### src/rtl/inference_pkg.sv
// Shared types and constants for the inference datapath: FP16 width,
// default vocabulary sizing, argmax FSM states and the canonical quiet NaN.
package inference_pkg;

    localparam int FP16_W         = 16;
    localparam int VOCAB_SIZE_DEF = 128;
    localparam int TOKEN_W_DEF    = 7;

    localparam logic [FP16_W-1:0] FP16_QNAN = 16'h7E00;

    typedef enum logic [1:0] {
        ARGMAX_IDLE,
        ARGMAX_COLLECT,
        ARGMAX_DONE
    } argmax_state_t;

    function automatic logic fp16_is_nan(input logic [FP16_W-1:0] x);
        return (x[14:10] == 5'h1F) && (x[9:0] != 10'h000);
    endfunction

endpackage

### src/rtl/fp16_order_key.sv
// Maps an FP16 value to an unsigned key whose integer order matches the
// numeric order of the floats (-0 folded onto +0), and flags NaNs.
module fp16_order_key
    import inference_pkg::*;
(
    input  logic [FP16_W-1:0] value,
    output logic [FP16_W-1:0] key,
    output logic              is_nan
);

    logic [FP16_W-1:0] norm;

    always_comb begin
        norm   = (value == 16'h8000) ? '0 : value;
        // Negatives invert so larger magnitude sorts lower; positives sit above all negatives.
        key    = norm[FP16_W-1] ? ~norm : (norm ^ 16'h8000);
        is_nan = fp16_is_nan(value);
    end

endmodule

### src/rtl/logit_argmax.sv
// Streaming argmax over one generation step of FP16 logits.
// Optional build macro ARGMAX_NAN_SKIP_EN: NaN logits are counted but never win.
module logit_argmax
    import inference_pkg::*;
#(
    parameter int VOCAB_SIZE = VOCAB_SIZE_DEF,
    parameter int TOKEN_W    = TOKEN_W_DEF
) (
    input  logic               clk,
    input  logic               reset,
    input  logic               start,
    input  logic               logit_valid,
    input  logic [FP16_W-1:0]  logit_data,
    input  logic               logit_last,
    output logic               busy,
    output logic               token_valid,
    output logic [TOKEN_W-1:0] token,
    output logic [FP16_W-1:0]  max_logit,
    output logic               length_error,
    output logic               nan_seen
);

`ifdef ARGMAX_NAN_SKIP_EN
    localparam bit NAN_SKIP = 1'b1;
`else
    localparam bit NAN_SKIP = 1'b0;
`endif

    localparam logic [TOKEN_W-1:0] LAST_IDX = TOKEN_W'(VOCAB_SIZE - 1);

    argmax_state_t      state;
    logic [TOKEN_W-1:0] idx;
    logic [TOKEN_W-1:0] best_index;
    logic [FP16_W-1:0]  best_key;
    logic [FP16_W-1:0]  best_value;
    logic               best_vld;

    logic [FP16_W-1:0]  key;
    logic               is_nan;

    logic               accept;
    logic               eligible;
    logic               better;
    logic               final_beat;
    logic [TOKEN_W-1:0] nxt_index;
    logic [FP16_W-1:0]  nxt_value;
    logic               nxt_vld;

    fp16_order_key u_key (
        .value  (logit_data),
        .key    (key),
        .is_nan (is_nan)
    );

    // Fold the current beat into the running best so the final beat is
    // reported on the same edge it is accepted.
    always_comb begin
        accept     = (state == ARGMAX_COLLECT) && logit_valid;
        eligible   = !(NAN_SKIP && is_nan);
        better     = accept && eligible && (!best_vld || (key > best_key));
        final_beat = accept && (logit_last || (idx == LAST_IDX));
        nxt_index  = better ? idx : best_index;
        nxt_value  = better ? logit_data : best_value;
        nxt_vld    = best_vld || better;
    end

    always_ff @(posedge clk) begin
        if (reset) begin
            state        <= ARGMAX_IDLE;
            busy         <= 1'b0;
            token_valid  <= 1'b0;
            length_error <= 1'b0;
            nan_seen     <= 1'b0;
            token        <= '0;
            max_logit    <= '0;
            idx          <= '0;
            best_index   <= '0;
            best_vld     <= 1'b0;
        end else begin
            case (state)
                ARGMAX_IDLE: begin
                    token_valid <= 1'b0;
                    if (start) begin
                        state        <= ARGMAX_COLLECT;
                        busy         <= 1'b1;
                        idx          <= '0;
                        best_index   <= '0;
                        best_vld     <= 1'b0;
                        length_error <= 1'b0;
                        nan_seen     <= 1'b0;
                    end
                end
                ARGMAX_COLLECT: begin
                    if (accept) begin
                        idx        <= idx + 1'b1;
                        best_index <= nxt_index;
                        best_vld   <= nxt_vld;
                        nan_seen   <= nan_seen | (is_nan & NAN_SKIP);
                        if (better) begin
                            best_key   <= key;
                            best_value <= logit_data;
                        end
                        if (final_beat) begin
                            state        <= ARGMAX_DONE;
                            token_valid  <= 1'b1;
                            token        <= nxt_index;
                            max_logit    <= nxt_vld ? nxt_value : FP16_QNAN;
                            length_error <= !(logit_last && (idx == LAST_IDX));
                        end
                    end
                end
                ARGMAX_DONE: begin
                    token_valid <= 1'b0;
                    busy        <= 1'b0;
                    state       <= ARGMAX_IDLE;
                end
                default: begin
                    state <= ARGMAX_IDLE;
                end
            endcase
        end
    end

endmodule

### config.mk
export PLATFORM = sky130hd
export DESIGN_NAME = logit_argmax
export DESIGN_NICKNAME = d
export VERILOG_FILES = /design/src/rtl/inference_pkg.sv /design/src/rtl/fp16_order_key.sv /design/src/rtl/logit_argmax.sv
export SDC_FILE = /design/constraint.sdc
export NUM_CORES = 1
export LEC_CHECK = 0
export CORE_ASPECT_RATIO = 1.25
export CORE_MARGIN = 4
export CORE_UTILIZATION = 50
export DETAILED_ROUTE_END_ITERATION = 6
export GPL_ROUTABILITY_DRIVEN = 0
export GPL_TIMING_DRIVEN = 0
export PLACE_DENSITY = 0.83
export SYNTH_ARGS = -nofsm -noshare
export SYNTH_HDL_FRONTEND = slang
export SYNTH_SLANG_ARGS = --single-unit
export TNS_END_PERCENT = 10
### constraint.sdc
create_clock -name clk -period 3.96 [get_ports clk]
set_clock_uncertainty 0.15 [all_clocks]
set_input_delay 0.594 -clock clk [delete_from_list [all_inputs] [get_ports clk]]
set_output_delay 0.594 -clock clk [all_outputs]
set_load 0.03 [all_outputs]
==> results of run 1 <==
==> Yosys cell counts, types with 2 or more instances <==
library cell	instances	area share, %
edfxtp_1	32	27
a211oi_1	8	1.7
ha_1	17	5.9
and4_1	2	0.49
nor3_2	2	0.55
a221o_1	23	6.4
nand4_1	6	1.0
mux2_2	6	1.9
or3_1	2	0.35
buf_6	2	0.62
a22o_1	7	1.7
clkbuf_1	8	0.83
inv_1	21	2.2
nand2b_1	5	0.87
dfxtp_1	43	24
nand2_1	13	1.4
nor2_1	27	2.8
o21a_1	2	0.42
mux2_4	10	4.2
o31ai_2	2	0.69
buf_4	2	0.42
xor2_1	5	1.2
buf_2	4	0.55
and2_1	17	2.9
nor4_1	4	0.69
a21oi_1	10	1.4
a21o_1	2	0.42
xnor2_1	15	3.6
==> logic make-up (layout without fill, tap and decap cells) <==
logic type      count (synthesis)  count (layout)
flops                          75              75
mux                            16              16
other cells                     1               1
xor+xnor                       20              20
buf+inv                        38             107
compound gates                 66              66
fa+ha+maj                      17              17
simple gates                   83              83
==> cell type report <==
type                       instances  area (µm²)  area share (%)
inverter                          21        78.8            1.76
sequential                        75        1820            40.6
multi-input combinational        203        1690            37.6
buffer                            16         106            2.37
clock inverter                     2        13.8           0.307
clock buffer                      14         153            3.40
tap                               90         113            2.51
timing repair buffer              54         514            11.5
==> worst max-delay path by stage <==
stage / from / end / cells after the start
2_1_floorplan: logit_data[15] / best_value[10] / 13
3_3_place_gp: logit_data[1] / best_key[10] / 12
3_5_place_dp: logit_data[2] / best_key[11] / 12
4_1_cts: logit_data[15] / best_value[14] / 14
5_1_grt: logit_data[7] / best_value[14] / 14
6_report: logit_data[8] / best_value[14] / 13
==> worst max-delay path: cells and delay by family <==
family	cells	cell delay (ns)
adders and majority gates	1	0.30
muxes	1	0.30
AOI/OAI and AO/OA	3	0.97
and+or+nand+nor	4	0.86
buffers and inverters	4	0.75
==> registers in the layout (all words and copies together) (netlist names) <==
name and flops:
state 2, max_logit 16, idx 7, busy 1, best_vld 1, best_key 16, best_index 7, best_value 16
token_valid 1, token 7, length_error 1
==> power groups by stage <==
| stage | clock network (mW) | registers [mW] | logic [mW] |
|---|---|---|---|
| after CTS | 0.528 | 0.836 | 0.211 |
| after global placement | 0 | 0.853 | 0.199 |
| after global routing | 0.561 | 0.838 | 0.235 |
| after floorplan | 0 | 0.864 | 0.120 |
| final | 0.524 | 0.836 | 0.217 |
| after detailed placement | 0 | 0.854 | 0.207 |
==> what timing repair did <==
| item | 4_1_cts | 5_1_grt |
|---|---|---|
| endpoints found under the setup margin | 62 | 51 |
| gates resized for setup | 24 | 14 |
| pin swaps | 4 | 6 |
| setup buffers | 2 | 7 |
==> per-layer routing <==
layer	up-vias	GRT usage, %	wire [µm]
li1	1288	-	-
met1	1333	23.2	3450
met2	113	34.8	4390
met3	14	3.36	473
met4	0	7.67	120
met5	-	0	0
==> out/metrics.cfg, run 1 <==
[sta]
period_share_pct = 97.0
relSlewSlack_pct = 52.7
slew_viol_final = 0
max_freq_mhz = 260
finalSetupViolCount = 0
hold_violations = 0
fin_ws_ns = 0.119
period_minus_slack_ns = 3.84
tightest_slew_ns = 0.708
tns_ns = 0
hold_slack_ns = 0.335

[routing]
wl_per_cell_um = 17.7
num_vias = 2748
ant_nets = 0
drt-pass1-iter-count = 4
vias_per_cell = 5.79
wirelength_um = 8430
drt_iter0_markers = 136
route.detailed.drc = 0

[global_route]
grt_pass1_wl_um = 13300
grt_pass1_vias = 2782
antenna_found_initial = 0
grt_start_max_net_pins = 24
overflow = 0
track_usage_pct = 19.4

[power]
seqPwrFrac_pct = 53.0
p_int_mw = 1.16
power_density_nw_per_um2 = 351
comb_power_share_pct = 13.8
p_total_mw = 1.58
p_sw_uw = 414
power_frac_clock_pct = 33.2
leakage_nw = 1.81
power.share.switching_pct = 26.2
ir_drop_v = 0.000240

[critical_path]
rrSetupSlack_ns = 1.10
timing.rr.end = best_value[14]
r2r-start = best_key[15]
critPathKind = primary input to flop
worstSetupStartpointType = primary input
required_ns = 3.91
crit_slowest_cell = o31ai_1
reg2regPathDepth = 9
cp.arrival_ns = 3.79
path_cells = dlygate4sd2_1 -> nor4_2 -> and4_4 -> buf_6 -> nor2_1 -> ha_1 -> nand4_1 -> o31ai_1 -> o31ai_2 -> a211o_1 -> buf_6 -> buf_6 -> mux2_4
cpPeakStageDelay_ns = 0.50
critical_path.endpoint_type = flop
path_common_cell = buf_6
path_max_fanout = 10

[clock_network]
clkTransAtPathRegs_ns = 0.07
clockRootBuffer = clkbuf_8
clock_sinks = 75
cts_tree = built
clockBufferDepth = 2
cts_made_buffers = 9
insertion_delay_ns = 0.35
cts.hold.buffers_added = 0
htree_num_levels = 3

[logic_synthesis]
synthMuxAreaShare_pct = 6.03
synth.avg_cell_area_um2 = 11.4
synthCells = 316
async_flop_share_pct = 0
syn_area_um2 = 3610
ys_seq_elements = 75
yosys.area_share.simple_pct = 12.2
synth_fp_nets = 354
synth_edf_count = 32
synthAdderAreaFrac_pct = 5.89
ys.flop_type = dfxtp_1
synth_xor_area_share_pct = 4.85
yosysWarnings = 0
synth_cell_types = 47
yosysSeqAreaShare_pct = 50.5
synth_compound_area_share_pct = 15.8
synth_top_family_by_area = compound AO/OA/AOI/OAI gates

[hold_path]
min_path_type = flop to flop
holdPathStages = 1
worstHoldStart = best_index[4]
whs_endpoint = best_index[4]

[finish]
fin_nets = 418
fin_cells = 475
postLayoutCellArea_um2 = 4490
areaGrowthSynthToFinish_pct = 24.3
final_core_util_pct = 64.3
antennaDiodeCount = 0
final_common_cell = dfxtp_1
final_cell_mix = 43 x dfxtp_1, 32 x edfxtp_1, 29 x clkdlybuf4s50_1, 27 x nor2_1, 23 x a221o_1
fillers = 564
drive_above_1_share_pct = 16.1

[place]
dpl_cell_area_um2 = 4180
place_inst = 451
numPortBuffers = 45
pre_cts_ws_ns = -1.17
hpwl_um = 5780

[floorplanning]
die_x_um = 84.0
start_util_pct = 51.8
core-area_um2 = 6980
die_y_um = 103
rows = 34
io_pins = 48
dieArea_um2 = 8650

[outcome]
status = complete, no violations

[run]
cap_violations = 0

(Power assumes the default switching activity.)
==> run 2: changes to the inputs <==
CAP_MARGIN = 10   (was unset)
==> results of run 2 <==
The final DEF is identical to that of run 1; final timing and power are the same.
==> run 3: changes to the inputs <==
CTS_CLUSTER_DIAMETER = 120   (was unset)
PLACE_DENSITY = unset   (was 0.83)
PLACE_DENSITY_LB_ADDON = 0.3   (was unset)
==> run 3 against run 2 <==
Combinational power is essentially flat. Die area is the same. Critical path depth grew 1. Core utilization grew 0.97 points. Hold slack lost 0.0034 ns. Largest power group unchanged.
==> out/metrics.cfg, run 3 (synthesized netlist as in run 1, its figures left out) <==
[critical_path]
required_ns = 3.93  ; was 3.91 ns
worstSetupStartpointType = primary input  ; unchanged
cpPeakStageDelay_ns = 0.51  ; was 0.50 ns
path_cells = clkdlybuf4s50_1 -> nor4b_4 -> and4_4 -> buf_4 -> nor2_1 -> ha_1 -> nand4_1 -> nor3_4 -> a21boi_4 -> o31ai_4 -> a211o_1 -> buf_6 -> buf_6 -> mux2_4  ; was dlygate4sd2_1 -> nor4_2 -> and4_4 -> buf_6 -> nor2_1 -> ha_1 -> nand4_1 -> o31ai_1 -> o31ai_2 -> a211o_1 -> buf_6 -> buf_6 -> mux2_4
cp.arrival_ns = 3.79  ; about the same
path_max_fanout = 10  ; unchanged
crit_slowest_cell = clkdlybuf4s50_1  ; was o31ai_1
path_common_cell = buf_6  ; unchanged
critical_path.endpoint_type = flop  ; unchanged
critPathKind = primary input to flop  ; unchanged

[finish]
final_common_cell = dfxtp_1  ; unchanged
antennaDiodeCount = 0  ; unchanged
areaGrowthSynthToFinish_pct = 26.2  ; was 24.3%
reg_top3 = best_key (16), best_value (16), max_logit (16)  ; unchanged
fin_cells = 472  ; was 475
final_cell_mix = 43 x dfxtp_1, 32 x edfxtp_1, 30 x clkdlybuf4s50_1, 27 x nor2_1, 23 x a221o_1  ; was 43 x dfxtp_1, 32 x edfxtp_1, 29 x clkdlybuf4s50_1, 27 x nor2_1, 23 x a221o_1
final_core_util_pct = 65.3  ; was 64.3%
drive_above_1_share_pct = 17.0  ; was 16.1%
fin_nets = 415  ; was 418

[global_route]
grt_pass1_wl_um = 13400  ; was 13,300 µm
track_usage_pct = 19.6  ; was 19.4%
overflow = 0  ; unchanged
grt_pass1_vias = 2721  ; was 2,782
antenna_found_initial = 0  ; unchanged
grt_start_max_net_pins = 24  ; unchanged

[floorplanning]
rows = 34  ; unchanged
start_util_pct = 51.8  ; unchanged
dieArea_um2 = 8650  ; unchanged
io_pins = 48  ; unchanged
core-area_um2 = 6980  ; unchanged
die_y_um = 103  ; unchanged
die_x_um = 84.0  ; unchanged

[sta]
max_freq_mhz = 262  ; was 260 MHz
period_share_pct = 96.5  ; was 97.0%
fin_ws_ns = 0.137  ; was 0.119 ns
relSlewSlack_pct = 50.3  ; was 52.7%
hold_violations = 0  ; unchanged
finalSetupViolCount = 0  ; unchanged
slew_viol_final = 0  ; unchanged
period_minus_slack_ns = 3.82  ; was 3.84 ns
tightest_slew_ns = 0.744  ; was 0.708 ns

[routing]
drt-pass1-iter-count = 4  ; unchanged
route.detailed.drc = 0  ; unchanged
vias_per_cell = 5.64  ; was 5.79
wl_per_cell_um = 16.9  ; was 17.7 µm
wirelength_um = 7980  ; was 8430 µm
num_vias = 2660  ; was 2,748
ant_nets = 0  ; unchanged
drt_iter0_markers = 185  ; was 136

[power]
ir_drop_v = 0.000260  ; was 0.000240 V
power_density_nw_per_um2 = 382  ; was 351 nW/µm²
p_total_mw = 1.74  ; was 1.58 mW
leakage_nw = 1.82  ; was 1.81 nW

[place]
pre_cts_ws_ns = -1.16  ; was -1.17 ns
place_inst = 451  ; unchanged
hpwl_um = 5510  ; was 5780 µm
numPortBuffers = 45  ; unchanged

[clock_network]
clockRootBuffer = clkbuf_8  ; unchanged
clock_sinks = 75  ; unchanged
clkTransAtPathRegs_ns = 0.09  ; was 0.07 ns
cts_made_buffers = 9  ; unchanged
cts_tree = built  ; unchanged
htree_num_levels = 3  ; unchanged
insertion_delay_ns = 0.36  ; was 0.35 ns
cts.hold.buffers_added = 0  ; unchanged
clockBufferDepth = 2  ; unchanged

[run]
cap_violations = 0  ; unchanged

[outcome]
status = complete, no violations  ; unchanged

[hold_path]
min_path_type = flop to flop  ; unchanged

[run 3: final cells by class]
cell class	instances	area, µm²
Buffer	16	110
Clock buffer	11	174
Clock inverter	5	63.8
Fill cell	584	2420
Inverter	21	78.8
Multi-Input combinational cell	203	1720
Sequential cell	75	1820
Tap cell	90	113
Timing Repair Buffer	51	480
[run 3: path summary, 6_finish.rpt]
path / startpoint / endpoint / slack (ns) / cells past startpoint
worst max-delay path: logit_data[15] / best_value[7] / 0.14 / 14
worst min-delay path: best_index[2] / best_index[2] / 0.33 / 1
worst max register to register: best_key[7] / best_value[7] / 1.18 / 10
worst min register to register: best_index[2] / best_index[2] / 0.33 / 1
[run 3: layer usage]
layer / track usage [%] / share of wire [%] / vias up
li1: - / - / 1286
met1: 24.1 / 44 / 1283
met2: 34.0 / 49 / 80
met3: 4.72 / 5.4 / 11
met4: 6.81 / 1.7 / 0
met5: 0 / 0 / -
[run 3: what timing repair did]
item,4_1_cts,5_1_grt
resized for setup,30,13
gates cloned,0,0
buffers inserted,1,5
pin swaps,4,8
setup endpoints to repair,62,55
[run 3: worst max-delay path: cells and delay by family]
kind                       cells  cell delay, ns
and+or+nand+nor                5            1.00
buffers and inverters          4            0.96
AOI/OAI and AO/OA              3            0.62
adders and majority gates      1            0.31
muxes                          1            0.31
[run 3: report_power, final]
part / internal [mW] / switching (mW) / leakage (nW)
Clock: 0.373 / 0.315 / 0.117
Combinational: 0.0923 / 0.126 / 1.06
Sequential: 0.827 / 0.00935 / 0.639
Total: 1.29 / 0.451 / 1.82
[run 3: metrics by stage]
step / TNS [ns] / instance area (µm²) / hold slack, ns
finish: 0 / 4560 / 0.331
global route: -0.0151 / 4560 / 0.348
CTS: 0 / 4480 / 0.333
detailed placement: -62.10 / 4180 / 0.314
global placement: -57.86 / 4180 / 0.307
floorplan: 0 / 3610 / 0.293
